$ cat config.mk
export PLATFORM = sky130hd
export DESIGN_NAME = cntr_rr_sched
export DESIGN_NICKNAME = d
export VERILOG_FILES = /design/src/rtl/cntr_rr_sched.sv
export SDC_FILE = /design/constraint.sdc
export NUM_CORES = 1
export LEC_CHECK = 0
export BUFFER_PORTS_ARGS = -buffer_cell sky130_fd_sc_hd__buf_2
export CAP_MARGIN = 20
export CORE_MARGIN = 4
export CORE_UTILIZATION = 49
export DETAILED_ROUTE_END_ITERATION = 12
export GPL_ROUTABILITY_DRIVEN = 0
export PLACE_DENSITY = 0.77
export SLEW_MARGIN = 10
export SYNTH_ARGS = -nofsm -noshare
export SYNTH_HDL_FRONTEND = slang
export SYNTH_SLANG_ARGS = --single-unit
$ cat constraint.sdc
create_clock -name clk -period 2.8 [get_ports clk]
set_input_delay 0.14 -clock clk [delete_from_list [all_inputs] [get_ports clk]]
set_output_delay 0.14 -clock clk [all_outputs]
set_load 0.01 [all_outputs]
$ cat src/rtl/cntr_rr_sched.sv
// cntr_rr_sched: round-robin scheduler sharing one modulo-CNT_MOD counter
// between N_REQ requesters. One requester is granted at a time, its burst
// length is latched, and the counter enable is driven until the burst
// completes (done) or the requester withdraws (abort).
module cntr_rr_sched #(
   parameter int N_REQ   = 4,
   parameter int CNT_W   = 4,
   parameter int CNT_MOD = 12
) (
   input  logic                       clk,
   input  logic                       rst,
   input  logic [N_REQ-1:0]           req,
   input  logic [N_REQ*CNT_W-1:0]     len,
   input  logic                       hold,
   output logic [N_REQ-1:0]           gnt,
   output logic                       busy,
   output logic                       cnt_en,
   output logic [CNT_W-1:0]           count,
   output logic                       done,
   output logic                       abort,
   output logic [$clog2(N_REQ)-1:0]   owner_id
);

   localparam int OW = $clog2(N_REQ);

   typedef enum logic [2:0] {
      S_IDLE,
      S_LOAD,
      S_RUN,
      S_DONE,
      S_ABORT
   } state_t;

   state_t             state_q, state_d;
   logic [OW-1:0]      owner_q, owner_d;
   logic [OW-1:0]      last_q, last_d;
   logic [CNT_W-1:0]   len_q, len_d;
   logic [CNT_W-1:0]   count_q, count_d;
   logic [N_REQ-1:0]   gnt_q, gnt_d;
   logic               busy_q, busy_d;
   logic               done_q, done_d;
   logic               abort_q, abort_d;

   logic               pick_found;
   logic [OW-1:0]      pick_idx;
   logic [CNT_W-1:0]   len_arr [N_REQ];
   logic [CNT_W-1:0]   len_sel;
   logic [CNT_W-1:0]   len_clamped;

   // Unpack the per-requester length fields.
   generate
      for (genvar gi = 0; gi < N_REQ; gi++) begin : g_len
         assign len_arr[gi] = len[gi*CNT_W +: CNT_W];
      end
   endgenerate

   // Lengths above the modulus are clamped so count never exceeds CNT_MOD-1.
   assign len_sel     = len_arr[owner_q];
   assign len_clamped = (len_sel > CNT_W'(CNT_MOD)) ? CNT_W'(CNT_MOD) : len_sel;

   // The counter only advances in RUN; hold acts in the same cycle.
   assign cnt_en = (state_q == S_RUN) && !hold;

   // Round-robin search starting one past the last served requester.
   always_comb begin
      int            idx;
      logic [OW-1:0] cand;
      pick_found = 1'b0;
      pick_idx   = '0;
      idx        = 0;
      cand       = '0;
      for (int k = 1; k <= N_REQ; k++) begin
         idx = int'(last_q) + k;
         if (idx >= N_REQ) begin
            idx = idx - N_REQ;
         end
         cand = OW'(idx);
         if (!pick_found && req[cand]) begin
            pick_found = 1'b1;
            pick_idx   = cand;
         end
      end
   end

   // Next-state, datapath and registered-output computation.
   always_comb begin
      state_d = state_q;
      owner_d = owner_q;
      last_d  = last_q;
      len_d   = len_q;
      count_d = count_q;
      case (state_q)
         S_IDLE: begin
            count_d = '0;
            if (pick_found) begin
               owner_d = pick_idx;
               state_d = S_LOAD;
            end
         end
         S_LOAD: begin
            count_d = '0;
            len_d   = len_clamped;
            if (!req[owner_q]) begin
               state_d = S_ABORT;
            end else if (len_clamped == '0) begin
               state_d = S_DONE;
            end else begin
               state_d = S_RUN;
            end
         end
         S_RUN: begin
            // Withdrawal wins over completion in the same cycle.
            if (!req[owner_q]) begin
               state_d = S_ABORT;
               count_d = '0;
            end else if (cnt_en) begin
               if (count_q == len_q - 1'b1) begin
                  state_d = S_DONE;
                  count_d = '0;
               end else begin
                  count_d = count_q + 1'b1;
               end
            end
         end
         S_DONE, S_ABORT: begin
            last_d  = owner_q;
            count_d = '0;
            state_d = S_IDLE;
         end
         default: begin
            state_d = S_IDLE;
            count_d = '0;
         end
      endcase

      gnt_d = '0;
      if (state_d == S_LOAD || state_d == S_RUN) begin
         gnt_d[owner_d] = 1'b1;
      end
      busy_d  = (state_d != S_IDLE);
      done_d  = (state_d == S_DONE);
      abort_d = (state_d == S_ABORT);
   end

   // State and output registers with synchronous reset.
   always_ff @(posedge clk) begin
      if (rst) begin
         state_q <= S_IDLE;
         owner_q <= '0;
         last_q  <= OW'(N_REQ - 1);
         len_q   <= '0;
         count_q <= '0;
         gnt_q   <= '0;
         busy_q  <= 1'b0;
         done_q  <= 1'b0;
         abort_q <= 1'b0;
      end else begin
         state_q <= state_d;
         owner_q <= owner_d;
         last_q  <= last_d;
         len_q   <= len_d;
         count_q <= count_d;
         gnt_q   <= gnt_d;
         busy_q  <= busy_d;
         done_q  <= done_d;
         abort_q <= abort_d;
      end
   end

   assign gnt      = gnt_q;
   assign busy     = busy_q;
   assign count    = count_q;
   assign done     = done_q;
   assign abort    = abort_q;
   assign owner_id = owner_q;

endmodule

# After elaboration in Yosys (flattened, before gate mapping)
# Cells that the tools add are included.
# word_totals
inputBits	23
out_inout_bits	14
reg_bits	22
# op_classes
addsub	10
bitwise_logic	4
mux	38
eq_ne	9
n_reduce_logical	16
n_lt_le_gt_ge	13
# ops
operator	count
2-to-1 mux 2 bit	10
less-than comparator 2 x 3 -> 1 bit (second input constant)	6
2-to-1 mux 4 bit	4
2-to-1 mux 3 bit	5
equality test 3 x 2 -> 1 bit (second input constant)	4
greater-or-equal comparator 3 bit (second input constant)	4
2-to-1 mux 1 bit	11
binary-select mux 1 bit (select 2 bit)	5
case mux 3 bit (3 select lines)	1
binary-select mux 4 bit (select 2 bit)	1
subtractor 2 x 1 -> 2 bit (second input constant)	4
adder 2 x 2 -> 3 bit (second input constant)	2
equality test 3 x 1 -> 1 bit (second input constant)	2
equality test 3 bit (second input constant)	2
logical AND 1 bit	5
adder 2 x 3 -> 4 bit (second input constant)	1
adder 4 x 1 -> 4 bit (second input constant)	1
equality test 4 bit	1
greater-or-equal comparator 4 x 3 -> 1 bit (second input constant)	1
> comparator 4 bit (second input constant)	1
zero test 1 bit	4
zero test 4 bit	1
OR reduction 2 bit	2
subtractor 4 x 1 -> 4 bit (second input constant)	1
9 further kinds	11

# Depth between registers and ports, before layout
# Gate-level depths: netlist (run 1).
# depth
word_depth	21
ltp_mapped	7
mapped_depth_nobuf	7

# Worst setup path before layout (run 1)
# No wires, ideal clock.
# synth_timing
path_kind	register to register
from	register owner_q[0] (netlist: owner_id[0])
to	register gnt_q[0] (netlist: gnt[0])
path_slack_ns	0.684
t_arrival_ns	1.999
t_required_ns	2.683
setup_ns	0.117
stages_incl_launch_ff	7
cell_sequence	dfxtp_1 -> buf_6 -> mux4_2 -> or4_1 -> nor2_2 -> o32a_2 -> and4b_1
# synth_via
elab_chain_cells	14
# synth_rtl
element	line_no	text
start, declared	35	logic [OW-1:0] owner_q, owner_d;
start signal, assigned	159	owner_q <= owner_d;
NOT 2 -> 3 bit (implied by the code)	58	assign len_sel = len_arr[owner_q];
binary-select mux 4 bit (select 2 bit)	58	
2-to-1 mux 4 bit (implied by the code) (2 in series)	58	
> comparator 4 bit	59	assign len_clamped = (len_sel > CNT_W'(CNT_MOD)) ? CNT_W'(CNT_MOD) : len_sel;
2-to-1 mux 4 bit	59	
zero test 4 bit	105	end else if (len_clamped == '0) begin
2-to-1 mux 1 bit	105	
2-to-1 mux 3 bit	103	if (!req[owner_q]) begin
case mux 3 bit (3 select lines)	92	case (state_q)
equality test 3 x 1 -> 1 bit / equality test 3 x 2 -> 1 bit (equally long branches)	137	if (state_d == S_LOAD || state_d == S_RUN) begin
logical OR 1 bit	137	
NOT 1 bit (no source line)	-	
OR reduction 2 bit (no source line)	-	
end signal, assigned	163	gnt_q <= gnt_d;
end, declared	39	logic [N_REQ-1:0] gnt_q, gnt_d;
# Several ways; a longest one is shown, not always the timed one. The select of a mux whose other input is x is not followed.
# A chain may end at the register's enable or synchronous reset.

# Final worst setup path (run 1)
# Same ends and word-level chain as after synthesis.

==> results of run 1 <==
cells by family (layout without fill, tap and decap cells):
kind of cell / count (synthesis) / after routing / share of synthesized area [%]
xor+xnor: 10 / 10 / 7.49
flops: 22 / 22 / 37.7
buf+inv: 10 / 47 / 4.07
simple gates: 40 / 40 / 18.7
fa+ha+maj: 2 / 2 / 2.14
mux: 10 / 10 / 15.0
compound gates: 23 / 23 / 14.9
state kept, by name, indices dropped and copies added, names as in the netlist:
name / flops
abort: 1
busy: 1
count: 4
done: 1
gnt: 4
last_q: 2
len_q: 4
owner_id: 2
state_q: 3
area by class of cell:
class / instances / share of cell area, %
Clock inverter: 1 / 2.12
Tap cell: 28 / 2.47
Timing Repair Buffer: 37 / 13.2
Multi-Input combinational cell: 85 / 48.0
Clock buffer: 3 / 1.59
Inverter: 6 / 1.59
Sequential cell: 22 / 31.0
metal layers:
| metal | up-vias | track usage [%] | part of all wire, % |
|---|---|---|---|
| li1 | 500 | - | - |
| met1 | 491 | 17.7 | 39 |
| met2 | 25 | 34.2 | 55 |
| met3 | 2 | 3.68 | 4.7 |
| met4 | 0 | 7.28 | 0.85 |
| met5 | - | 0 | 0 |
synthesized netlist by cell type:
cell      instances
ha_1              2
and3_1            1
clkbuf_2          1
o41ai_4           1
xnor2_1           5
nor2b_1           3
o22ai_1           2
or2_2             1
buf_6             1
nor4b_2           1
a32oi_1           1
or3_1             1
mux4_1            3
a211oi_1          2
a211o_2           1
xor2_1            5
buf_2             1
mux2i_1           4
or4_1             1
mux4_2            2
dfxtp_1          22
nor3_1            5
inv_1             6
clkbuf_1          1
nand4_1           1
nand4b_1          1
a22oi_1           2
nand2b_1          3
o32a_2            1
a21oi_1           6
o211ai_1          2
mux2_2            1
and4b_1           2
nand2_1           4
nor2_1           13
o21ai_0           4
nor2_2            1
a211o_1           1
nand3_1           2
power groups by stage:
stage          Sequential (µW)  Clock, µW  Combinational [µW]
2_1_floorplan              393          0                 212
3_3_place_gp               401          0                 266
3_5_place_dp               405          0                 274
4_1_cts                    397        244                 277
5_1_grt                    404        263                 311
6_report                   397        243                 276
per-stage QoR:
step           std cells  area, µm²  setup WS [ps]
2_1_floorplan        117       1170            684
3_3_place_gp         178       1370            578
3_5_place_dp         178       1370            528
4_1_cts              182       1420            532
5_1_grt              182       1420            411
6_report             182       1420            542
worst max path at each step:
| stage | to | depth (start not counted) |
|---|---|---|
| 2_1_floorplan | gnt[0] | 6 |
| 3_3_place_gp | gnt[1] | 5 |
| 3_5_place_dp | gnt[0] | 5 |
| 4_1_cts | gnt[0] | 5 |
| 5_1_grt | gnt[1] | 5 |
| 6_report | gnt[0] | 5 |
==> results by group, run 1 <==
Yosys
  • Post-Syn Area per Cell: 9.99 µm²
  • Synthesized flop and latch total: 22
  • Yosys warning count: 0
  • Seq/Total Area, Yosys: 37.7%
  • Distinct cells, synth: 39
  • Synth top area cells: dfxtp_1 (38%), mux4_1 (6.7%), nor2_1 (4.2%)
  • Cell taking the most area after synthesis: dfxtp_1
  • Post-Synthesis Cells: 117
  • Post-synth net total: 142
  • Post-Syn Area: 1170 µm²
  • Top-area cell type share of the netlist area: 37.7%

Detailed routing
  • DRT iter0 DRCs: 28
  • Post-DRT Antenna Nets: 0
  • Avg WL per Cell: 14.2 µm
  • Residual DRC: 0
  • Final WL: 2590 µm
  • Vias post-DR: 1018
  • Pre-Repair DR Iteration Count: 4
  • Drt via density: 5.59

Timing
  • Fmax: 443 MHz
  • RSZ-0062 raised after global routing: no
  • Worst rel slew slack: 65.0%
  • Final TNS setup: 0 ps
  • Final setup vio count: 0
  • Hold slack final: 175 ps
  • Count of final hold-check violations: 0
  • Clk_skew: 11.4 ps
  • Final Slew Violations: 0
  • Final min period: 2260 ps
  • Period utilization: 80.6%
  • Worst-margin pin slew: 523 ps

Power
  • Sw Ratio: 30.4%
  • Leakage: 0.000627 µW
  • Sw power: 279 µW
  • Final Power: 916 µW
  • Internal power: 637 µW
  • PD cells: 646 nW/µm²
  • Seq pwr share: 43.3%
  • Clock power share: 26.5%
  • Peak VDD IR: 339 µV
  • Comb pwr share: 30.2%

Worst setup path
  • Critical path endpoint category: register
  • CP required: 3020 ps
  • Slowest cell on crit path: dfxtp_1
  • Launch point of the worst path: owner_id[0]
  • Crit-path max cell delay: 570 ps
  • CP Class: reg -> reg
  • Crit-path cells: mux4_2, or4_1, nor2_2, o32a_2, and4b_1
  • Worst flop-to-flop path startpoint: owner_id[0]
  • R2R depth: 5
  • Worst reg2reg setup slack: 540 ps
  • Crit-path max FO: 9
  • CP bufs+invs: 0
  • Worst path arrival time: 2480 ps
  • Delay-heaviest family, CP: simple AND/OR/NAND/NOR gates
  • CP Launch Type: register
  • FF-to-FF End: gnt[0]

Cells and area
  • Nets@finish: 180
  • Final-layout fill cell count: 199
  • N_diodes: 0
  • Util after Layout: 63.5%
  • Area delta synth->final: 21.4%
  • Most frequent cells in the layout: buf_2 (36), dfxtp_1 (22), nor2_1 (13)
  • Commonest non-fill, non-tap cell in the layout: buf_2
  • Area of the multi-input gates: 681 µm²
  • Fraction of layout cells with a size suffix above 1: 32.5%
  • FF/Latch Area: 440 µm²

Job
  • MaxCap Viol Count: 0

Global routing
  • Total congestion overflow: 0
  • Largest net degree at the start of global routing: 15
  • Vias in the first global route: 1055
  • Initial antenna violation count: 0
  • First-pass GRT wire length: 4490 µm
  • All-layer global routing usage: 17.6%

Clocking
  • Post-CTS Repair Setup Buffers: 0
  • Cts bufs inserted: 3
  • CTS tree: yes
  • H-tree depth: 1
  • Clock Tree Buf Depth: 2
  • Clock Latency Late Sink: 310 ps
  • Clk sinks: 22
  • Reg clk slew, reported paths: 130 ps
  • Root Driver: clkbuf_4
  • Post-CTS resize count: 0
  • Cts hold-fix bufs: 0

Run status
  • Outcome: completed

Hold path
  • Hold path depth: 2
  • Worst min path class: in -> reg
  • Hold Crit Endpoint: state_q[0]
  • Hold Crit Start: rst

Die
  • Die area: 3230 µm²
  • I/O pins: 37
  • Cell row count: 17
  • Die Wd: 56.8 µm
  • Starting Density: 52.3%
  • Die height: 56.8 µm
  • Core Box Area: 2230 µm²

Placement
  • IO buf count: 36
  • Final HPWL DP: 2050 µm
(Power assumes the default switching activity.)
==> run 2, diff against run 1 <==
==> constraint.sdc (replaced) <==
create_clock -name clk -period 2.2 [get_ports clk]
set_input_delay 0.11 -clock clk [delete_from_list [all_inputs] [get_ports clk]]
set_output_delay 0.11 -clock clk [all_outputs]
set_load 0.01 [all_outputs]
==> run 2 against run 1 <==
Compared with the run above:
- cell area increased by 1.1%
- critical path depth stayed put
- sequential share of layout area down 0.26 points
- sequential power grew 27%
- largest cell class unchanged
==> results by group, run 2 (synthesis results as in run 1) <==
Run status
  • Outcome: completed (unchanged)

Timing
  • Final Slew Violations: 0 (unchanged)
  • Final min period: 2100 ps (was 2260 ps)
  • Final setup vio count: 0 (unchanged)
  • Worst Slack Setup Final: 99.7 ps (was 542 ps)
  • Final TNS setup: 0 ps (unchanged)
  • Worst-margin pin slew: 488 ps (was 523 ps)
  • Count of final hold-check violations: 0 (unchanged)
  • Fmax: 476 MHz (was 443 MHz)
  • Period utilization: 95.5% (was 80.6%)
  • Clk_skew: 10.7 ps (was 11.4 ps)
  • RSZ-0062 raised after global routing: no (unchanged)
  • Worst rel slew slack: 67.3% (was 65.0%)

Global routing
  • Met2 usage: 33.5% (was 34.2%)
  • Grt met3 use: 2.76% (was 3.68%)
  • Busiest grt layer: met2 (unchanged)
  • Initial antenna violation count: 0 (unchanged)
  • Vias in the first global route: 1030 (was 1055)
  • Total congestion overflow: 0 (unchanged)
  • First-pass GRT wire length: 4610 µm (was 4490 µm)
  • Largest net degree at the start of global routing: 15 (unchanged)
  • Met1 usage: 19.3% (was 17.7%)
  • All-layer global routing usage: 18.1% (was 17.6%)

Worst setup path
  • Critical path endpoint category: register (unchanged)
  • Launch point of the worst path: owner_id[0] (unchanged)
  • CP Launch Type: register (unchanged)
  • Worst flop-to-flop path startpoint: owner_id[0] (unchanged)
  • CP Class: reg -> reg (unchanged)
  • Worst reg2reg setup slack: 100 ps (was 540 ps)
  • FF-to-FF End: gnt[0] (unchanged)
  • R2R depth: 5 (unchanged)
  • Worst path arrival time: 2320 ps (was 2480 ps)
  • Crit-path max FO: 5 (was 9)
  • CP required: 2420 ps (was 3020 ps)

Die
  • Cell row count: 17 (unchanged)
  • I/O pins: 37 (unchanged)
  • Die Wd: 56.8 µm (unchanged)
  • Starting Density: 52.3% (unchanged)
  • Die area: 3230 µm² (unchanged)
  • Core Box Area: 2230 µm² (unchanged)
  • Die height: 56.8 µm (unchanged)

Detailed routing
  • Final WL: 2720 µm (was 2590 µm)
  • Avg WL per Cell: 14.8 µm (was 14.2 µm)
  • Residual DRC: 0 (unchanged)
  • DRT iter0 DRCs: 15 (was 28)
  • Post-DRT Antenna Nets: 0 (unchanged)
  • Pre-Repair DR Iteration Count: 6 (was 4)
  • Vias post-DR: 1041 (was 1018)
  • Drt via density: 5.66 (was 5.59)

Clocking
  • Reg clk slew, reported paths: 130 ps (about the same)
  • Cts bufs inserted: 3 (unchanged)
  • Cts hold-fix bufs: 0 (unchanged)
  • Clock Latency Late Sink: 310 ps (about the same)
  • Post-CTS Repair Setup Buffers: 0 (unchanged)
  • Post-CTS resize count: 0 (unchanged)
  • CTS tree: yes (unchanged)
  • Clock Tree Buf Depth: 2 (unchanged)
  • Root Driver: clkbuf_4 (unchanged)
  • H-tree depth: 1 (unchanged)
  • Clk sinks: 22 (unchanged)

Cells and area
  • Fraction of layout cells with a size suffix above 1: 34.0% (was 32.5%)
  • Commonest non-fill, non-tap cell in the layout: buf_2 (unchanged)
  • Nets@finish: 182 (was 180)
  • Non-Filler Instances: 184 (was 182)
  • Area delta synth->final: 22.8% (was 21.4%)
  • N_diodes: 0 (unchanged)
  • Most frequent cells in the layout: buf_2 (36), dfxtp_1 (21), nor2_1 (13) (was buf_2 (36), dfxtp_1 (22), nor2_1 (13))

Hold path
  • Hold path depth: 2 (unchanged)
  • Worst min path class: in -> reg (unchanged)
  • Hold Crit Start: rst (unchanged)
  • Hold Crit Endpoint: len_q[1] (was state_q[0])

Placement
  • IO buf count: 36 (unchanged)
  • Total placed cells including tap cells: 180 (was 178)
  • Final HPWL DP: 2170 µm (was 2050 µm)
  • Dpl ws: 20.4 ps (was 528 ps)

Power
  • Leakage: 0.000638 µW (was 0.000627 µW)
  • Peak VDD IR: 470 µV (was 339 µV)
  • PD cells: 823 nW/µm² (was 646 nW/µm²)
  • Final Power: 1180 µW (was 916 µW)

Job
  • MaxCap Viol Count: 0 (unchanged)
## run 2: changes by cell type in the layout (fill, tap and decap cells not counted), sizes merged
cell  before  now
buf       37   39
## run 2: layout make-up
class / instances / area, µm²
clock buffers: 3 / 22.5
clock inverters: 1 / 30.0
fillers: 190 / 798
inverters: 6 / 22.5
multi-input cells: 85 / 681
flip-flops and latches: 22 / 442
well taps: 28 / 35.0
repair buffers: 39 / 203
## run 2: power breakdown
part | total, µW | switching [µW] | internal (µW)
Sequential | 503 | 52.4 | 451
Combinational | 366 | 181 | 185
Clock | 313 | 129 | 184
## run 2: how the worst max path moves through the flow
stage	to	slack, ps
after floorplan	gnt[0]	80
after global placement	gnt[1]	80
after detailed placement	gnt[0]	20
after CTS	gnt[0]	10
after global routing	gnt[0]	30
final	gnt[0]	100
## run 2: through the flow
step	hold WS, ps	cell area, µm²	utilization (%)
5_1_grt	146	1440	64.3
3_3_place_gp	450	1380	61.8
3_5_place_dp	455	1380	61.8
2_1_floorplan	204	1170	-
4_1_cts	132	1430	64.2
6_report	136	1440	64.3
## run 2: critical path, cell delays in order (launching register included)
cell	delay, ps
dfxtp_2	420
mux4_2	540
or4_1	550
nor2_2	130
o32a_2	180
and4b_1	200
## run 2: routing by layer
layer | share of wire (%) | vias to the layer above
met5 | 0 | -
met4 | 3.1 | 0
met3 | 3.8 | 12
met2 | 53 | 31
met1 | 40 | 492
li1 | - | 506
